**config.mk**
```make
export PLATFORM = sky130hd
export DESIGN_NAME = leg_call_stack_flat
export DESIGN_NICKNAME = d
export VERILOG_FILES = /design/src/rtl/leg_call_stack_if.sv /design/src/rtl/leg_call_stack.sv /design/src/flat_wrapper.sv
export SDC_FILE = /design/constraint.sdc
export NUM_CORES = 1
export LEC_CHECK = 0
export CAP_MARGIN = 5
export CORE_MARGIN = 3
export CORE_UTILIZATION = 29
export DETAILED_ROUTE_END_ITERATION = 6
export PLACE_DENSITY = 0.54
export SLEW_MARGIN = 10
export SYNTH_ARGS = -nofsm -noshare
export SYNTH_HDL_FRONTEND = slang
export SYNTH_SLANG_ARGS = --single-unit
export TNS_END_PERCENT = 50
```
**constraint.sdc**
```tcl
create_clock -name clk -period 3.8 [get_ports clk]
set_clock_uncertainty 0.15 [all_clocks]
set_input_delay 0.95 -clock clk [delete_from_list [all_inputs] [get_ports clk]]
set_output_delay 0.95 -clock clk [all_outputs]
set_load 0.01 [all_outputs]
```
**src/rtl/leg_call_stack_if.sv**
```systemverilog
// Storage interface of the return-address stack: CALL/RET strobes in,
// registered top-of-stack, occupancy and sticky error flags out.
interface leg_call_stack_if #(
    parameter  int WIDTH = 8,
    parameter  int DEPTH = 16,
    localparam int CW    = $clog2(DEPTH + 1)
);
    // push/pop/clr_err are single-cycle strobes with no back-pressure: each is
    // acted on at the edge where it is high, and the stack never stalls the core.
    logic             push;
    logic [WIDTH-1:0] push_data;
    logic             pop;
    logic             clr_err;
    logic [WIDTH-1:0] top;
    logic             empty;
    logic             full;
    logic [CW-1:0]    count;
    logic             overflow;
    logic             underflow;

    modport master (
        output push, push_data, pop, clr_err,
        input  top, empty, full, count, overflow, underflow
    );

    modport slave (
        input  push, push_data, pop, clr_err,
        output top, empty, full, count, overflow, underflow
    );
endinterface

```
**src/rtl/leg_call_stack.sv**
```systemverilog
// Hardware return-address stack for CALL/RET: registered top, occupancy count,
// sticky overflow/underflow flags; push+pop together replaces the top entry.
module leg_call_stack #(
    parameter  int WIDTH = 8,
    parameter  int DEPTH = 16,
    localparam int CW    = $clog2(DEPTH + 1),
    localparam int AW    = $clog2(DEPTH)
) (
    input logic           clk,
    input logic           rst,
    leg_call_stack_if.slave bus
);
    logic [WIDTH-1:0] mem [DEPTH];
    logic [CW-1:0]    count_q;
    logic [WIDTH-1:0] top_q;
    logic             overflow_q;
    logic             underflow_q;

    logic             is_empty;
    logic             is_full;
    logic [CW-1:0]    cnt_m1;
    logic [CW-1:0]    cnt_m2;
    logic             wr_en;
    logic [AW-1:0]    wr_addr;
    logic [WIDTH-1:0] below_top;

    always_comb begin
        is_empty  = (count_q == '0);
        is_full   = (count_q == CW'(DEPTH));
        cnt_m1    = count_q - CW'(1);
        cnt_m2    = count_q - CW'(2);
        below_top = mem[cnt_m2[AW-1:0]];
        wr_en     = 1'b0;
        wr_addr   = count_q[AW-1:0];
        if (bus.push) begin
            if (bus.pop && !is_empty) begin
                // tail-call: overwrite the current top slot in place
                wr_en   = 1'b1;
                wr_addr = cnt_m1[AW-1:0];
            end else if (bus.pop || !is_full) begin
                wr_en   = 1'b1;
            end
        end
    end

    always_ff @(posedge clk) begin
        if (!rst && wr_en) begin
            mem[wr_addr] <= bus.push_data;
        end
    end

    always_ff @(posedge clk) begin
        if (rst) begin
            count_q     <= '0;
            top_q       <= '0;
            overflow_q  <= 1'b0;
            underflow_q <= 1'b0;
        end else begin
            // clear first so a same-cycle error event below wins
            if (bus.clr_err) begin
                overflow_q  <= 1'b0;
                underflow_q <= 1'b0;
            end
            case ({bus.push, bus.pop})
                2'b10: begin
                    if (!is_full) begin
                        count_q <= count_q + CW'(1);
                        top_q   <= bus.push_data;
                    end else begin
                        overflow_q <= 1'b1;
                    end
                end
                2'b01: begin
                    if (!is_empty) begin
                        count_q <= cnt_m1;
                        top_q   <= (count_q == CW'(1)) ? '0 : below_top;
                    end else begin
                        underflow_q <= 1'b1;
                    end
                end
                2'b11: begin
                    top_q <= bus.push_data;
                    if (is_empty) begin
                        count_q <= CW'(1);
                    end
                end
                default: begin
                end
            endcase
        end
    end

    assign bus.top       = top_q;
    assign bus.count     = count_q;
    assign bus.empty     = is_empty;
    assign bus.full      = is_full;
    assign bus.overflow  = overflow_q;
    assign bus.underflow = underflow_q;
endmodule
```
**src/flat_wrapper.sv**
```systemverilog
// flat-port wrapper written by rule: the top's interface ports become plain ports
module leg_call_stack_flat 
#(
    parameter  int WIDTH = 8,
    parameter  int DEPTH = 16,
    localparam int CW    = $clog2(DEPTH + 1),
    localparam int AW    = $clog2(DEPTH)
)
  (clk, rst, bus_push, bus_push_data, bus_pop, bus_clr_err, bus_top, bus_empty, bus_full, bus_count, bus_overflow, bus_underflow);
  leg_call_stack_if #(.WIDTH(WIDTH), .DEPTH(DEPTH)) bus_i ();
  input logic clk;
  input logic rst;
  input wire logic [$bits(bus_i.push)-1:0] bus_push;
  input wire logic [$bits(bus_i.push_data)-1:0] bus_push_data;
  input wire logic [$bits(bus_i.pop)-1:0] bus_pop;
  input wire logic [$bits(bus_i.clr_err)-1:0] bus_clr_err;
  output wire logic [$bits(bus_i.top)-1:0] bus_top;
  output wire logic [$bits(bus_i.empty)-1:0] bus_empty;
  output wire logic [$bits(bus_i.full)-1:0] bus_full;
  output wire logic [$bits(bus_i.count)-1:0] bus_count;
  output wire logic [$bits(bus_i.overflow)-1:0] bus_overflow;
  output wire logic [$bits(bus_i.underflow)-1:0] bus_underflow;
  assign bus_i.push = bus_push;
  assign bus_i.push_data = bus_push_data;
  assign bus_i.pop = bus_pop;
  assign bus_i.clr_err = bus_clr_err;
  assign bus_top = bus_i.top;
  assign bus_empty = bus_i.empty;
  assign bus_full = bus_i.full;
  assign bus_count = bus_i.count;
  assign bus_overflow = bus_i.overflow;
  assign bus_underflow = bus_i.underflow;
  leg_call_stack #(.WIDTH(WIDTH), .DEPTH(DEPTH)) u_core (.clk(clk), .rst(rst), .bus(bus_i));
endmodule
```
[Word-level counts from Yosys, hierarchy flattened]
Memory sizes are Yosys's and may differ from the RTL's.
Index checks and enable logic that the tools add are counted.
Word-level totals
  logic and storage cells: 47
  output and inout port bits: 17
  RAM bits: 128
  input bits: 13
  flip-flop bits (word level): 15
  memories: 1
Operators by class
  reductions and logical operators: 10
  add/sub/neg operators: 3
  multiplexer cells: 21
  eq/ne operators: 8
Memories
  u_core.mem: words 16, width 8, rd ports 1, clocked after Yosys merged registers in 0, wr ports 1, RTL line leg_call_stack.sv:13  | logic [WIDTH-1:0] mem [DEPTH];
Operator list (count)
  two-way mux 8 bit: 3
  one-hot mux 8 bit (3 select lines): 1
  two-way mux 5 bit: 3
  one-hot mux 5 bit (3 select lines): 1
  two-way mux 1 bit: 11
  two-way mux 4 bit: 2
  inequality test 2 bit (second input constant): 3
  adder 5 x 1 -> 5 bit (second input constant): 1
  equality test 5 x 1 -> 1 bit (second input constant): 1
  equality test 5 bit (second input constant): 1
  zero test 5 bit: 1
  subtractor 5 x 1 -> 5 bit (second input constant): 1
  equality test 2 bit (second input constant): 2
  AND reduction 4 bit: 1
  subtractor 4 x 2 -> 4 bit (second input constant): 1
  zero test 1 bit: 3
  AND reduction 3 bit: 1
  nonzero test 3 bit: 1
  equality test 2 x 1 -> 1 bit (second input constant): 1
  logical AND 1 bit: 2
  logical OR 1 bit: 1

[Longest topological paths before layout]
Gate-level depths: netlist (run 1).
  depth after elaboration: 9
  gate-level depth with buffers: 12
  depth with buffers taken out: 7

[Worst setup path after synthesis (run 1)]
OpenSTA, ideal clock, no wires.
  path type: reg-to-reg
  start: register u_core.count_q[0], in the netlist u_core.bus.count[0]
  end: memory u_core.mem[11][0] (enable)
  setup time: 0.383 ns
  clock period less this slack: 3.556 ns
  path buffers: 4
  data required time: 3.267 ns
  setup slack: 0.244 ns
  cell stages (with the launch flop): 12
  arrival: 3.023 ns
  path through: dfxtp_1 -> buf_2 -> buf_4 -> inv_1 -> buf_2 -> ha_1 -> or4b_4 -> buf_6 -> clkinv_2 -> nor4_1 -> nor2_1 -> nor3_1
Between the ends
  elaborated cells on any way between the ends: 15
  those cells by class: add/sub: 1; eq/ne: 1; mux: 7; reduce/logical: 6
RTL lines
  start, declared: RTL line leg_call_stack.sv:14  | logic [CW-1:0] count_q;
  start signal, assigned: RTL line leg_call_stack.sv:67  | count_q <= count_q + CW'(1);
  start signal, assigned: RTL line leg_call_stack.sv:75  | count_q <= cnt_m1;
  zero test 5 bit *: RTL line leg_call_stack.sv:28  | is_empty = (count_q == '0);
  named net bus_empty: RTL line flat_wrapper.sv:18  | output wire logic [$bits(bus_i.empty)-1:0] bus_empty;
  zero test 1 bit *: RTL line leg_call_stack.sv:36  | if (bus.pop && !is_empty) begin
  logical AND 1 bit *: RTL line leg_call_stack.sv:36
  two-way mux 1 bit: RTL line leg_call_stack.sv:36
  two-way mux 1 bit: RTL line leg_call_stack.sv:35  | if (bus.push) begin
  logical AND 1 bit: RTL line leg_call_stack.sv:47  | if (!rst && wr_en) begin
  two-way mux 1 bit: RTL line leg_call_stack.sv:47
  two-way mux 1 bit (not written as such): RTL line leg_call_stack.sv:48  | mem[wr_addr] <= bus.push_data;
  end, declared: RTL line leg_call_stack.sv:13
Mark *: on every way through the listed nets, which the timed path passes. The rest lies on a longest branch.

[Final worst setup path (run 1)]
  start: register u_core.count_q[1], in the netlist u_core.bus.count[1]
  end: output bus_full
Between the ends
  word-level cells in the longest chain between the ends: 1
Ends and longest elaborated chain
  equality test 5 bit: RTL line leg_call_stack.sv:29  | is_full = (count_q == CW'(DEPTH));
  end, declared: RTL line flat_wrapper.sv:19  | output wire logic [$bits(bus_i.full)-1:0] bus_full;
No other way between the ends.

==> results.md, run 1 <==
- Critical path type: reg2out
- Endpoint class of the critical path: output port
- Tightest Pin Transition: ~810 ps
- WP data required: ~2700 ps
- Post-DP HPWL: 9170 um
- CTS tree: done
- Syn Area/Cell: 17.2 um^2
- Total congestion overflow: 0
- Number of synthesized flops with an enable pin: approximately 130
- Worst Setup Start Kind: register
- Most common cell in the netlist: edfxtp_1
- Total of max-cap violations: 0
- Global-route wire length before repair: roughly 21000 um
- Post-Syn Area: ~6100 um^2
- DRC errors left: 0
- IO Count: 30
- Layout area overhead: 21.1%
- Yosys warning count: 0
- Clock Latency Late Sink: 420 ps
- Flip-flop and latch area: slightly above 4000 um^2
- First-pass DRT Iterations: 5
- Flops & latches, synth: 143
- Crit path time final: ~3600 ps
- Worst Path Arrival: 2460 ps
- Clock Root Buffer: clkbuf_16
- Initial core utilization: 29.8%
- Largest area contributor in the netlist: edfxtp_1
- Max-Slew Margin vs Limit: 45.8%
- Antenna violations before repair: 0
- Power density cells: ~700 nW/um^2
- Cells after synthesis: about 350
- Core Box Area: slightly above 20000 um^2
- DR vias/cell: 5.02
- RSZ-0062 raised after global routing: false
- Placed cell areas: 6780 um^2
- CTS Buf Count: 17
- Clock H-tree levels: 4
- Setup bufs post-CTS: 0
- Final setup violation count: 0
- Total Die Area: approximately 23000 um^2
- Synth async-reset ratio: 0%
- Syn Nets: around 370
- Commonest cells in the netlist: edfxtp_1, mux4_2, nor2_1, mux2_2, dfxtp_1
- HP Class: reg2reg
- Nets: ~430
- LEAKAGE: roughly 2.3 nW
- Routed wire length: 14100 um
- Fillcell total: between 1500 and 2000
- Synth area leaders: edfxtp_1, mux4_2, dfxtp_1, mux2_2, ha_1
- Quantity of hold-fixing buffers added after cts: 0
- Reg clk slew, reported paths: ~60 ps
- Num Clock Sinks: 143
- Largest net degree at the start of global routing: 33
- Sequential area share after synthesis: between 60% and 70%
- Fin. max-slew vios: 0
- DR WL/cell: 20.5 um
- Fmax: 0.281 GHz
- Row count: between 50 and 60
- Netlist cell types: 53
- 1st-iter DRT viols: 247
- Die Wd: ~150 um
- Port bufs: 29
- Max FO, Critical Path: 14
- Antenna-violating nets left: 0
- GPL Wtd Cong: roughly 0.81
- Area of the multi-input gates: 1790 um^2
- Fin crit share: around 94%
- Yosys top cell area share: 63.2%
- Number of global-route vias before repair: 3468
- Most used DFF post-synth: edfxtp_1
- Total GRT Usage: 12.9%
- Max VDD drop: between 0.3 and 0.4 mV
- Setup tns final: 0 ps
- CTS Buffer Depth: 2
- Ant. Diodes: 0
- Via count: 3453
- Outcome: finished, final reports clean
- Fin area: approximately 7400 um^2
- Share of cells above drive strength 1: 27.0%
- Die Ht: between 150 and 200 um
- CTS resizes: 0
- Final hold vios: 0
[per-layer routing]
metal / vias up / share of wire (%) / wire, um / GRT usage, %
met2: 116 / 48 / 6720 / 19.7
met3: 18 / 5.0 / 703 / 2.51
met4: 0 / 1.5 / 214 / 4.53
met5: - / 0 / 0 / 0
met1: 1778 / 46 / 6470 / 18.5
li1: 1541 / - / - / -
[worst max-delay path, cell delays in order (launching register included)]
cell             delay [ps]
dfxtp_1                 320
inv_2                   230
ha_1                    210
nor3b_2                 540
and2_1                  220
clkdlybuf4s50_1         530
[sequential cells by signal, summed over array words and instances, names as in the netlist]
| register | cells |
|---|---|
| u_core.mem | 128 |
| u_core.bus.top | 8 |
| u_core.bus.count | 5 |
| u_core.bus.overflow | 1 |
| u_core.bus.underflow | 1 |
[per-stage QoR]
step / setup WS (ps) / instances / util (%) / hold slack [ps] / total power [mW]
floorplan: 244 / 354 / - / 333 / 2.95
global placement: 291 / 656 / 33.2 / 303 / 3.45
detailed placement: 173 / 656 / 33.2 / 314 / 3.47
CTS: 200 / 688 / 36.0 / 325 / 5.09
global route: 56.1 / 688 / 36.0 / 345 / 5.26
finish: 241 / 688 / 36.0 / 318 / 5.04
[power breakdown]
| group | total (mW) | switching, mW | internal [mW] | leakage, nW |
|---|---|---|---|---|
| clock | 1.62 | 0.695 | 0.922 | 0.266 |
| combinational | 1.56 | 0.853 | 0.705 | 0.791 |
| sequential | 1.87 | 0.0514 | 1.82 | 1.28 |
| total | 5.04 | 1.60 | 3.44 | 2.33 |
[cell families (layout without fill, tap and decap cells)]
group,Yosys count,in the layout,synth area share (%)
flops,143,143,68.1
buf+inv,31,95,2.47
mux,52,52,15.5
xor+xnor,2,2,0.288
simple gates,69,69,5.97
compound gates,50,50,6.23
fa+ha+maj,7,7,1.44
[final timing paths]
| check | startpoint | to | slack [ps] | cells after the start |
|---|---|---|---|---|
| setup reg to reg | u_core.bus.count[1] | u_core.mem[5][2] | 580 | 8 |
| setup / recovery | u_core.bus.count[1] | bus_full | 240 | 5 |
| hold reg to reg | u_core.bus.overflow | u_core.bus.overflow | 320 | 2 |
| hold / removal | u_core.bus.overflow | u_core.bus.overflow | 320 | 2 |
[area by class of cell]
cell class | instances | share of cell area [%]
Sequential cell | 143 | 56.3
Multi-Input combinational cell | 180 | 24.3
Timing Repair Buffer | 54 | 6.49
Clock buffer | 17 | 5.78
Tap cell | 270 | 4.59
Clock inverter | 15 | 2.11
Inverter | 9 | 0.476
[layout by cell type (no fill, tap or decap), types with 3 or more instances in the layout]
cell type	count
a211oi_1	4
nor3_1	12
mux2i_1	4
nor4_1	3
clkinv_4	3
edfxtp_1	128
inv_1	7
nor2_1	22
clkinvlp_4	6
mux2_2	16
dfxtp_1	15
nand2_1	13
a21oi_1	10
a311oi_1	8
inv_8	4
a31oi_1	5
buf_4	25
ha_1	7
clkdlybuf4s50_1	29
clkbuf_16	17
mux4_2	32
a22oi_1	7
nand2b_1	3
No activity file was read; power rests on OpenSTA's default activity.
==> inputs of run 2 (changes only) <==
DONT_BUFFER_PORTS = 1   (was default)
PLACE_DENSITY = 0.53   (was 0.54)
SLEW_MARGIN = default   (was 10)
==> run 2 against run 1 <==
Against the previous run:
- clock power about the same
- sequential cell count did not move
- non-clock buffer count decreased by 30
- worst hold slack better by 44 ps
==> results.md, run 2 (synthesized netlist as in run 1, its figures left out) <==
- Clock H-tree levels: 4
- R2R Setup Slk: 820 ps
- Antenna violations before repair: 0
- Max FFs per register: ~130
- Fin. max-slew vios: 0
- Post-DP HPWL: roughly 9300 um
- Endpoint class of the critical path: output port
- Die Wd: 151 um
- R2R cell count: 9
- Clock Root Buffer: clkbuf_16
- Critical path type: reg2out
- Power density cells: between 600 and 700 nW/um^2
- CTS Buf Count: 17
- Total GRT Usage: approximately 13%
- Commonest non-fill, non-tap cell in the layout: edfxtp_1
- FF-to-FF Start: u_core.bus.count[0]
- DR vias/cell: slightly below 5
- Row count: 52
- IO Count: 30
- Fmax: approximately 0.32 GHz
- Worst Setup Start Kind: register
- Outcome: finished, final reports clean
- WP data required: around 2700 ps
- Top reg by flops: u_core.mem
- Global-route wire length before repair: around 21000 um
- Fin crit share: between 80% and 90%
- Max VDD drop: 0.334 mV
- CTS tree: done
- Layout area overhead: 16.3%
- RSZ-0062 raised after global routing: false
- Core Box Area: about 20000 um^2
- HP Class: reg2reg
- Sequential Power Share: between 30 and 40%
- Port bufs: 0
- First-pass DRT Iterations: 4
- Quantity of hold-fixing buffers added after cts: 0
- Clock Latency Late Sink: 410 ps
- Int Pwr: approximately 3.4 mW
- CTS Buffer Depth: 2
- DP Cell Count: between 600 and 700
- Most frequent cells in the layout: edfxtp_1, mux4_2, buf_4
- Fin area: approximately 7100 um^2
- Max FO, Critical Path: 13
- Setup crit start: u_core.bus.count[0]
- Die Ht: between 150 and 200 um
- Via count: 3226
- Placed cell areas: about 6500 um^2
- Num Clock Sinks: between 100 and 150
- Setup bufs post-CTS: 0
- 1st-iter DRT viols: roughly 280
- DR WL/cell: ~21 um
- Initial core utilization: 29.8%
- GPL Wtd Cong: slightly above 0.8
- Crit path time final: 3100 ps
- Ant. Diodes: 0
- Routed wire length: about 14000 um
- LEAKAGE: ~2.2 nW
- Setup tns final: 0 ps
- CTS resizes: 0
- Net Sw Power: approximately 1.4 mW
- Worst R2R End: u_core.mem[3][7]
- Crit path capture: bus_full
- Reg clk slew, reported paths: approximately 60 ps
- Sw frac: 29.3%
- Share of cells above drive strength 1: approximately 29%
- Nets: between 300 and 400
- Hold WS: around 360 ps
- Final Total Pwr: approximately 4.9 mW
- Final hold vios: 0
- Antenna-violating nets left: 0
- Tightest Pin Transition: around 900 ps
- Largest net degree at the start of global routing: 31
- Non-filler instance count after layout: 658
- Final setup violation count: 0
- DRC errors left: 0
- Total Die Area: 22700 um^2
- Clock share of power: between 30% and 40%
- Max-Slew Margin vs Limit: about two fifths
- Total of max-cap violations: 0
- Combinational fraction of design power: between 20% and 30%
- Number of global-route vias before repair: between 3000 and 4000
- Total congestion overflow: 0
- Worst Path Arrival: 2000 ps
## run 2: cell types whose count changed in the layout (fill, tap and decap cells not counted), moves of 3 or more
cell / previous run / this run
clkinv_2: 1 / 5
clkdlybuf4s50_1: 29 / 0
clkbuf_8: 0 / 3
inv_8: 4 / 0
clkinvlp_4: 6 / 3
## run 2: per-layer routing
metal	GRT usage [%]	share of wire, %
met1	17.5	45
met2	19.7	48
met3	3.71	6.0
met4	3.94	1.3
met5	0	0
## run 2: power groups by stage
stage                     Sequential [mW]  Clock (mW)  Combinational [mW]
after floorplan                      1.90           0                1.04
after global placement               1.93           0                1.35
after detailed placement             1.93           0                1.35
after CTS                            1.90        1.65                1.36
after global routing                 1.91        1.72                1.47
final                                1.90        1.62                1.36
## run 2: critical path, stage by stage (launching register included)
cell	delay [ps]
dfxtp_2	320
inv_1	40
buf_4	220
ha_1	190
nor3b_2	540
and2_1	270
## run 2: how the worst min path moves through the flow
stage / from / to / slack [ps] / cells after the start
final: u_core.bus.overflow / u_core.bus.overflow / 360 / 2
after global routing: u_core.bus.overflow / u_core.bus.overflow / 400 / 2
after CTS: u_core.bus.overflow / u_core.bus.overflow / 370 / 2
after detailed placement: u_core.bus.overflow / u_core.bus.overflow / 360 / 2
after global placement: u_core.bus.overflow / u_core.bus.overflow / 360 / 2
after floorplan: u_core.bus.overflow / u_core.bus.overflow / 330 / 2
## run 2: final cells by class
| cell class | instances | area [um^2] |
|---|---|---|
| clock buffers | 22 | 474 |
| multi-input cells | 180 | 1790 |
| inverters | 9 | 35.0 |
| repair buffers | 24 | 180 |
| clock inverters | 10 | 111 |
| fillers | 1939 | 13400 |
| well taps | 270 | 338 |
| flip-flops and latches | 143 | 4150 |
## run 2: per-stage QoR
stage	setup slack (ps)	util (%)
floorplan	244	-
global placement	915	31.7
detailed placement	848	31.7
CTS	683	34.6
global route	568	34.6
finish	703	34.6
==> inputs of run 3 (changes only) <==
PLACE_DENSITY = 0.54   (was 0.53)
clock period = 2.6 ns   (was 3.8 ns; I/O delays follow)
==> run 3 against run 2 <==
Against the previous run:
- the flow now finishes with violations (negative setup slack)
- sequential cell count unchanged
- worst setup slack lost 710 ps
- sequential power is 44% higher
==> results.md, run 3 (synthesized netlist as in run 1, its figures left out) <==
- Routed wire length: 14100 um
- Initial core utilization: between 20% and 30%
- WHS Endpoint: u_core.bus.top[2]
- Fmax: between 0.3 and 0.4 GHz
- CP delay by family, top: simple AND/OR/NAND/NOR gates
- Fin util: between 30% and 40%
- CP max stage delay: ~560 ps
- Antenna violations before repair: 0
- Fin. max-slew vios: 0
- Die Wd: ~150 um
- Core Box Area: slightly above 20000 um^2
- Final hold vios: 0
- Final setup violation count: 4
- Max VDD drop: between 0.3 and 0.4 mV
- Fillcell total: about 1900
- Worst R2R End: u_core.mem[13][3]
- Combinational fraction of design power: roughly 32%
- Min-delay src: rst
- First-pass DRT Iterations: 4
- R2R Setup Slk: -2 ps
- Sw frac: between 30% and 40%
- Total congestion overflow: 0
- Clock H-tree levels: 4
- Outcome: finished with violations
- Antenna-violating nets left: 0
- HP Class: in2reg
- Fin crit share: 100%
- Total of max-cap violations: 0
- Quantity of hold-fixing buffers added after cts: 0
- CTS Buffer Depth: 2
- Critical path type: reg2reg
- Tightest Pin Transition: approximately 560 ps
- Reg clk slew, reported paths: roughly 60 ps
- DP Cell Count: about 630
- Clock share of power: between 30% and 40%
- Non-filler instance count after layout: between 600 and 700
- Final Total Pwr: 7.97 mW
- Share of cells above drive strength 1: 39.3%
- Commonest non-fill, non-tap cell in the layout: edfxtp_1
- Ant. Diodes: 0
- Net Sw Power: between 2 and 2.5 mW
- Max FFs per register: around 130
- Endpoint class of the critical path: register
- DR WL/cell: 21.1 um
- IO Count: 30
- Clock Latency Late Sink: 410 ps
- Post-DP HPWL: ~9400 um
- Max-Slew Margin vs Limit: ~63%
- CP Cell Sequence: inv_4, ha_4, or4b_4, buf_4, and4_1, a31oi_2, nor2_2, buf_12
- Int Pwr: between 5 and 6 mW
- Die Ht: 151 um
- Row count: between 50 and 60
- 1st-iter DRT viols: about 320
- CP bufs+invs: 3
- Most frequent cells in the layout: edfxtp_1, mux4_2, buf_4
- Clock Root Buffer: clkbuf_16
- FF-to-FF Start: u_core.bus.count[1]
- Layout area overhead: 26.2%
- Hold Crit Depth: 1
- Number of global-route vias before repair: 3568
- Max FO, Critical Path: 8
- R2R cell count: 8
- Worst Path Arrival: approximately 2600 ps
- Sequential Power Share: 34.4%
- Setup WS post-layout: -2.23 ps
- Total Die Area: roughly 23000 um^2
- Top reg by flops: u_core.mem
- DRC errors left: 0
- Global-route wire length before repair: ~22000 um
- CTS tree: done
- Via count: 3343
- Port bufs: 0
- Num Clock Sinks: between 100 and 150
- Worst Setup Start Kind: register
- Power density cells: approximately 1000 nW/um^2
- Nets: about 410
- WP data required: between 2000 and 3000 ps
- CTS Buf Count: 17
- Worst path slowest cell: or4b_4
- Total GRT Usage: a little over an eighth
- LEAKAGE: 2.43 nW
- DR vias/cell: ~5.0
- GPL Wtd Cong: 0.768
- Hold WS: around 150 ps
- Crit path time final: ~2600 ps
- Failing checks: negative setup slack
- Largest net degree at the start of global routing: 33
- Pre-CTS WS: -41.7 ps
- RSZ-0062 raised after global routing: true
## run 3: worst max path at each step
stage / from / endpoint / depth (start not counted)
finish: u_core.bus.count[1] / u_core.mem[13][3] / 8
global placement: u_core.bus.count[1] / u_core.mem[1][2] / 8
detailed placement: u_core.bus.count[1] / u_core.mem[1][2] / 8
global route: u_core.bus.count[1] / u_core.mem[15][1] / 7
floorplan: u_core.bus.count[0] / u_core.mem[10][0] / 12
CTS: u_core.bus.count[1] / u_core.mem[13][3] / 8
## run 3: layout make-up
type / instances / area (um^2) / area share (%)
multi-input combinational: 180 / 2040 / 26.6
inverter: 9 / 51.3 / 0.668
timing repair buffer: 36 / 437 / 5.69
sequential: 143 / 4150 / 54.0
tap: 270 / 338 / 4.40
clock buffer: 17 / 425 / 5.54
clock inverter: 15 / 234 / 3.05
## run 3: routing by layer
metal	GRT usage, %	vias up	routed length, um
li1	-	1506	-
met1	16.9	1760	6050
met2	21.7	70	7180
met3	3.80	7	760
met4	5.21	0	131
met5	0	-	0
## run 3: per-stage QoR
| step | instance area, um^2 | TNS (ps) |
|---|---|---|
| final | 7680 | -4.39 |
| after global placement | 6820 | -460 |
| after floorplan | 6390 | -23140 |
| after CTS | 7630 | 0 |
| after global routing | 7680 | -2110 |
| after detailed placement | 6820 | -1230 |
## run 3: what timing repair did
item,CTS,global route
pin swaps,6,2
endpoints found under the hold margin,0,0
setup endpoints to repair,97,46
buffers inserted,7,2
resized for setup,3,1
## run 3: power groups by stage
stage	logic [mW]	clock network [mW]	registers, mW
floorplan	1.87	0	2.79
global placement	2.50	0	2.79
detailed placement	2.51	0	2.79
CTS	2.57	2.73	2.74
global route	2.72	2.84	2.76
finish	2.55	2.68	2.74
==> edit, RTL diff (settings of run 2) <==
`WIDTH` is set to 8 in 3 places; all go to 12.
--- a/src/rtl/leg_call_stack_if.sv
+++ b/src/rtl/leg_call_stack_if.sv
@@ -1,7 +1,7 @@
 // Storage interface of the return-address stack: CALL/RET strobes in,
 // registered top-of-stack, occupancy and sticky error flags out.
 interface leg_call_stack_if #(
-    parameter  int WIDTH = 8,
+    parameter  int WIDTH = 12,
     parameter  int DEPTH = 16,
     localparam int CW    = $clog2(DEPTH + 1)
 );
--- a/src/rtl/leg_call_stack.sv
+++ b/src/rtl/leg_call_stack.sv
@@ -1,7 +1,7 @@
 // Hardware return-address stack for CALL/RET: registered top, occupancy count,
 // sticky overflow/underflow flags; push+pop together replaces the top entry.
 module leg_call_stack #(
-    parameter  int WIDTH = 8,
+    parameter  int WIDTH = 12,
     parameter  int DEPTH = 16,
     localparam int CW    = $clog2(DEPTH + 1),
     localparam int AW    = $clog2(DEPTH)
--- a/src/flat_wrapper.sv
+++ b/src/flat_wrapper.sv
@@ -1,7 +1,7 @@
 // flat-port wrapper written by rule: the top's interface ports become plain ports
 module leg_call_stack_flat 
 #(
-    parameter  int WIDTH = 8,
+    parameter  int WIDTH = 12,
     parameter  int DEPTH = 16,
     localparam int CW    = $clog2(DEPTH + 1),
     localparam int AW    = $clog2(DEPTH)
Ports: changed (resized bus_push_data and bus_top); port bits go from 30 to 38. The function was not compared with the original's and may differ.
==> edit against run 2 <==
  * Sequential cell count grew 68
  * Synthesized area grew 49%
  * Power grew 44%
  * Design area grew 49%
  * Routed wire length grew 56%
  * Critical path depth is the same
  * Worst setup slack lost 0.018 ns
  * Via count grew 49%
  * Largest power group unchanged
  * Highest routed layer unchanged
==> edit: results (changes against run 2) <==
[metrics] result of the run: finished clean (unchanged)
[metrics] Crit path arrival time: 2.02 ns (was 2.00 ns)
[metrics] leading post-synthesis cells by cell area: sky130_fd_sc_hd__edfxtp_1 64%, sky130_fd_sc_hd__mux4_2 11%, sky130_fd_sc_hd__dfxtp_1 4.2%, sky130_fd_sc_hd__mux2i_1 2.3%, sky130_fd_sc_hd__mux2_2 1.6% (was sky130_fd_sc_hd__edfxtp_1 63%, sky130_fd_sc_hd__mux4_2 12%, sky130_fd_sc_hd__dfxtp_1 4.9%, sky130_fd_sc_hd__mux2_2 3.0%, sky130_fd_sc_hd__ha_1 1.4%)
[metrics] overall routing resource usage: 12.8% (about the same)
[metrics] launching point of the worst reg2reg path: u_core.bus.count[2] (was u_core.bus.count[0])
[metrics] number of flip-flops under the largest register name: 192 (was 128)
[metrics] first-pass GRT wire length: 32600 um (was 21000 um)
[metrics] final RePlAce weighted congestion: 0.768 (was 0.830)
[metrics] count of cells along the worst hold path: 1 (was 2)
[metrics] Worst Reg-to-Reg Cells: 7 (was 9)
[metrics] part of the Yosys area used for sequential elements: 67.8% (was 68.1%)
[metrics] internal power component: 4.98 mW (was 3.45 mW)
[metrics] ratio of routed vias to standard cells: 5.04 (was 4.90)
[metrics] worst hold path class: input port to flop (was flop to flop)
[metrics] worst-margin pin slew: 0.897 ns (was 0.902 ns)
[metrics] Max Root-Sink Buffers: 3 (was 2)
[metrics] reported leakage power: 3.28 nW (was 2.24 nW)
[metrics] fraction of final layout cells with drive strength greater than 1: 30.1% (was 28.9%)
[metrics] Detailed Place HPWL: 13500 um (was 9350 um)
[metrics] vias in the first global route: 5143 (was 3394)
[metrics] maximum level of the CTS H-tree: 1 (was 4)
[metrics] CTS Buf Count: 23 (was 17)
[metrics] Max IR drop VDD: 0.327 mV (was 0.334 mV)
[metrics] drt initial violations: 414 (was 281)
[metrics] Worst Setup Slack post-DPL: 0.894 ns (was 0.848 ns)
[metrics] final worst path period share: 82.0% (was 81.5%)
[metrics] count of flip-flops with a built-in enable after synthesis: 192 (was 128)
[metrics] pin count of the biggest net entering global routing: 53 (was 31)
[metrics] endpoint of the most critical register-to-register path: u_core.mem[7][3] (was u_core.mem[3][7])
[metrics] insertion delay to the later sink of the worst-skew pair: 0.50 ns (was 0.41 ns)
[metrics] FILL cells: 2870 (was 1939)
[metrics] biggest fanout along the worst timing path: 15 (was 13)
[metrics] initial antenna violation count: 0 (unchanged)
[metrics] commonest cells in the netlist: 192 x sky130_fd_sc_hd__edfxtp_1, 44 x sky130_fd_sc_hd__mux4_2, 26 x sky130_fd_sc_hd__nand2_1 (was 128 x sky130_fd_sc_hd__edfxtp_1, 32 x sky130_fd_sc_hd__mux4_2, 22 x sky130_fd_sc_hd__nor2_1)
[metrics] fraction of registers with async set/reset: 0% (unchanged)
[metrics] # nets final: 562 (was 395)
[metrics] net count after synthesis: 539 (was 374)
[metrics] Yosys cell types: 56 (was 53)
edit: how the worst min path moves through the flow:
stage | startpoint | end | slack, ns
CTS | rst | u_core.bus.overflow | 0.33
finish | rst | u_core.bus.overflow | 0.35
detailed placement | u_core.bus.overflow | u_core.bus.overflow | 0.44
floorplan | u_core.bus.overflow | u_core.bus.overflow | 0.37
global route | rst | u_core.bus.count[1] | 0.34
global placement | u_core.bus.overflow | u_core.bus.overflow | 0.40
edit: layout make-up:
cell class / instances / share of cell area (%)
Sequential cell: 211 / 58.3
Multi-Input combinational cell: 263 / 26.2
Clock buffer: 23 / 5.46
Tap cell: 396 / 4.70
Clock inverter: 19 / 2.66
Timing Repair Buffer: 33 / 2.47
Inverter: 6 / 0.214
edit: per-layer routing:
metal  track usage [%]  share of wire [%]  vias to the layer above
met5                 0                  0                        -
met4              5.26                4.0                        0
met3              2.16                5.5                       47
met2              20.7                 47                      131
met1              17.4                 43                     2477
li1                  -                  -                     2141
edit: through the flow:
step	power [mW]	utilization, %	hold WS (ns)	instances	instance area [sq um]
after global routing	7.32	34.4	0.338	951	10500
after floorplan	4.13	-	0.369	515	9060
after CTS	7.10	34.4	0.326	951	10500
final	7.01	34.4	0.347	951	10500
after global placement	4.58	31.6	0.404	909	9690
after detailed placement	4.61	31.6	0.437	909	9690
edit: power by group through the flow:
| stage | Clock (mW) | Combinational [mW] | Sequential, mW |
|---|---|---|---|
| final | 2.48 | 1.76 | 2.78 |
| after global routing | 2.64 | 1.90 | 2.79 |
| after CTS | 2.54 | 1.78 | 2.78 |
| after detailed placement | 0 | 1.78 | 2.83 |
| after global placement | 0 | 1.76 | 2.82 |
| after floorplan | 0 | 1.35 | 2.78 |
edit: cells by family (layout without fill, tap and decap cells):
| group | Yosys count | after routing | synth area share (%) |
|---|---|---|---|
| AND/OR/NAND/NOR | 107 | 107 | 7.29 |
| buffers and inverters | 41 | 81 | 2.68 |
| AO/OA/AOI/OAI | 67 | 67 | 5.85 |
| XOR/XNOR | 4 | 4 | 0.552 |
| multiplexers | 78 | 78 | 14.9 |
| flip-flops | 211 | 211 | 67.8 |
| adder cells (fa/ha/maj) | 7 | 7 | 0.966 |
edit: critical path: stages (launching register included):
cell and delay (ns):
sky130_fd_sc_hd__dfxtp_2 0.32, sky130_fd_sc_hd__inv_1 0.05, sky130_fd_sc_hd__buf_4 0.24, sky130_fd_sc_hd__ha_1 0.22
sky130_fd_sc_hd__nor3b_4 0.42, sky130_fd_sc_hd__and2_1 0.25
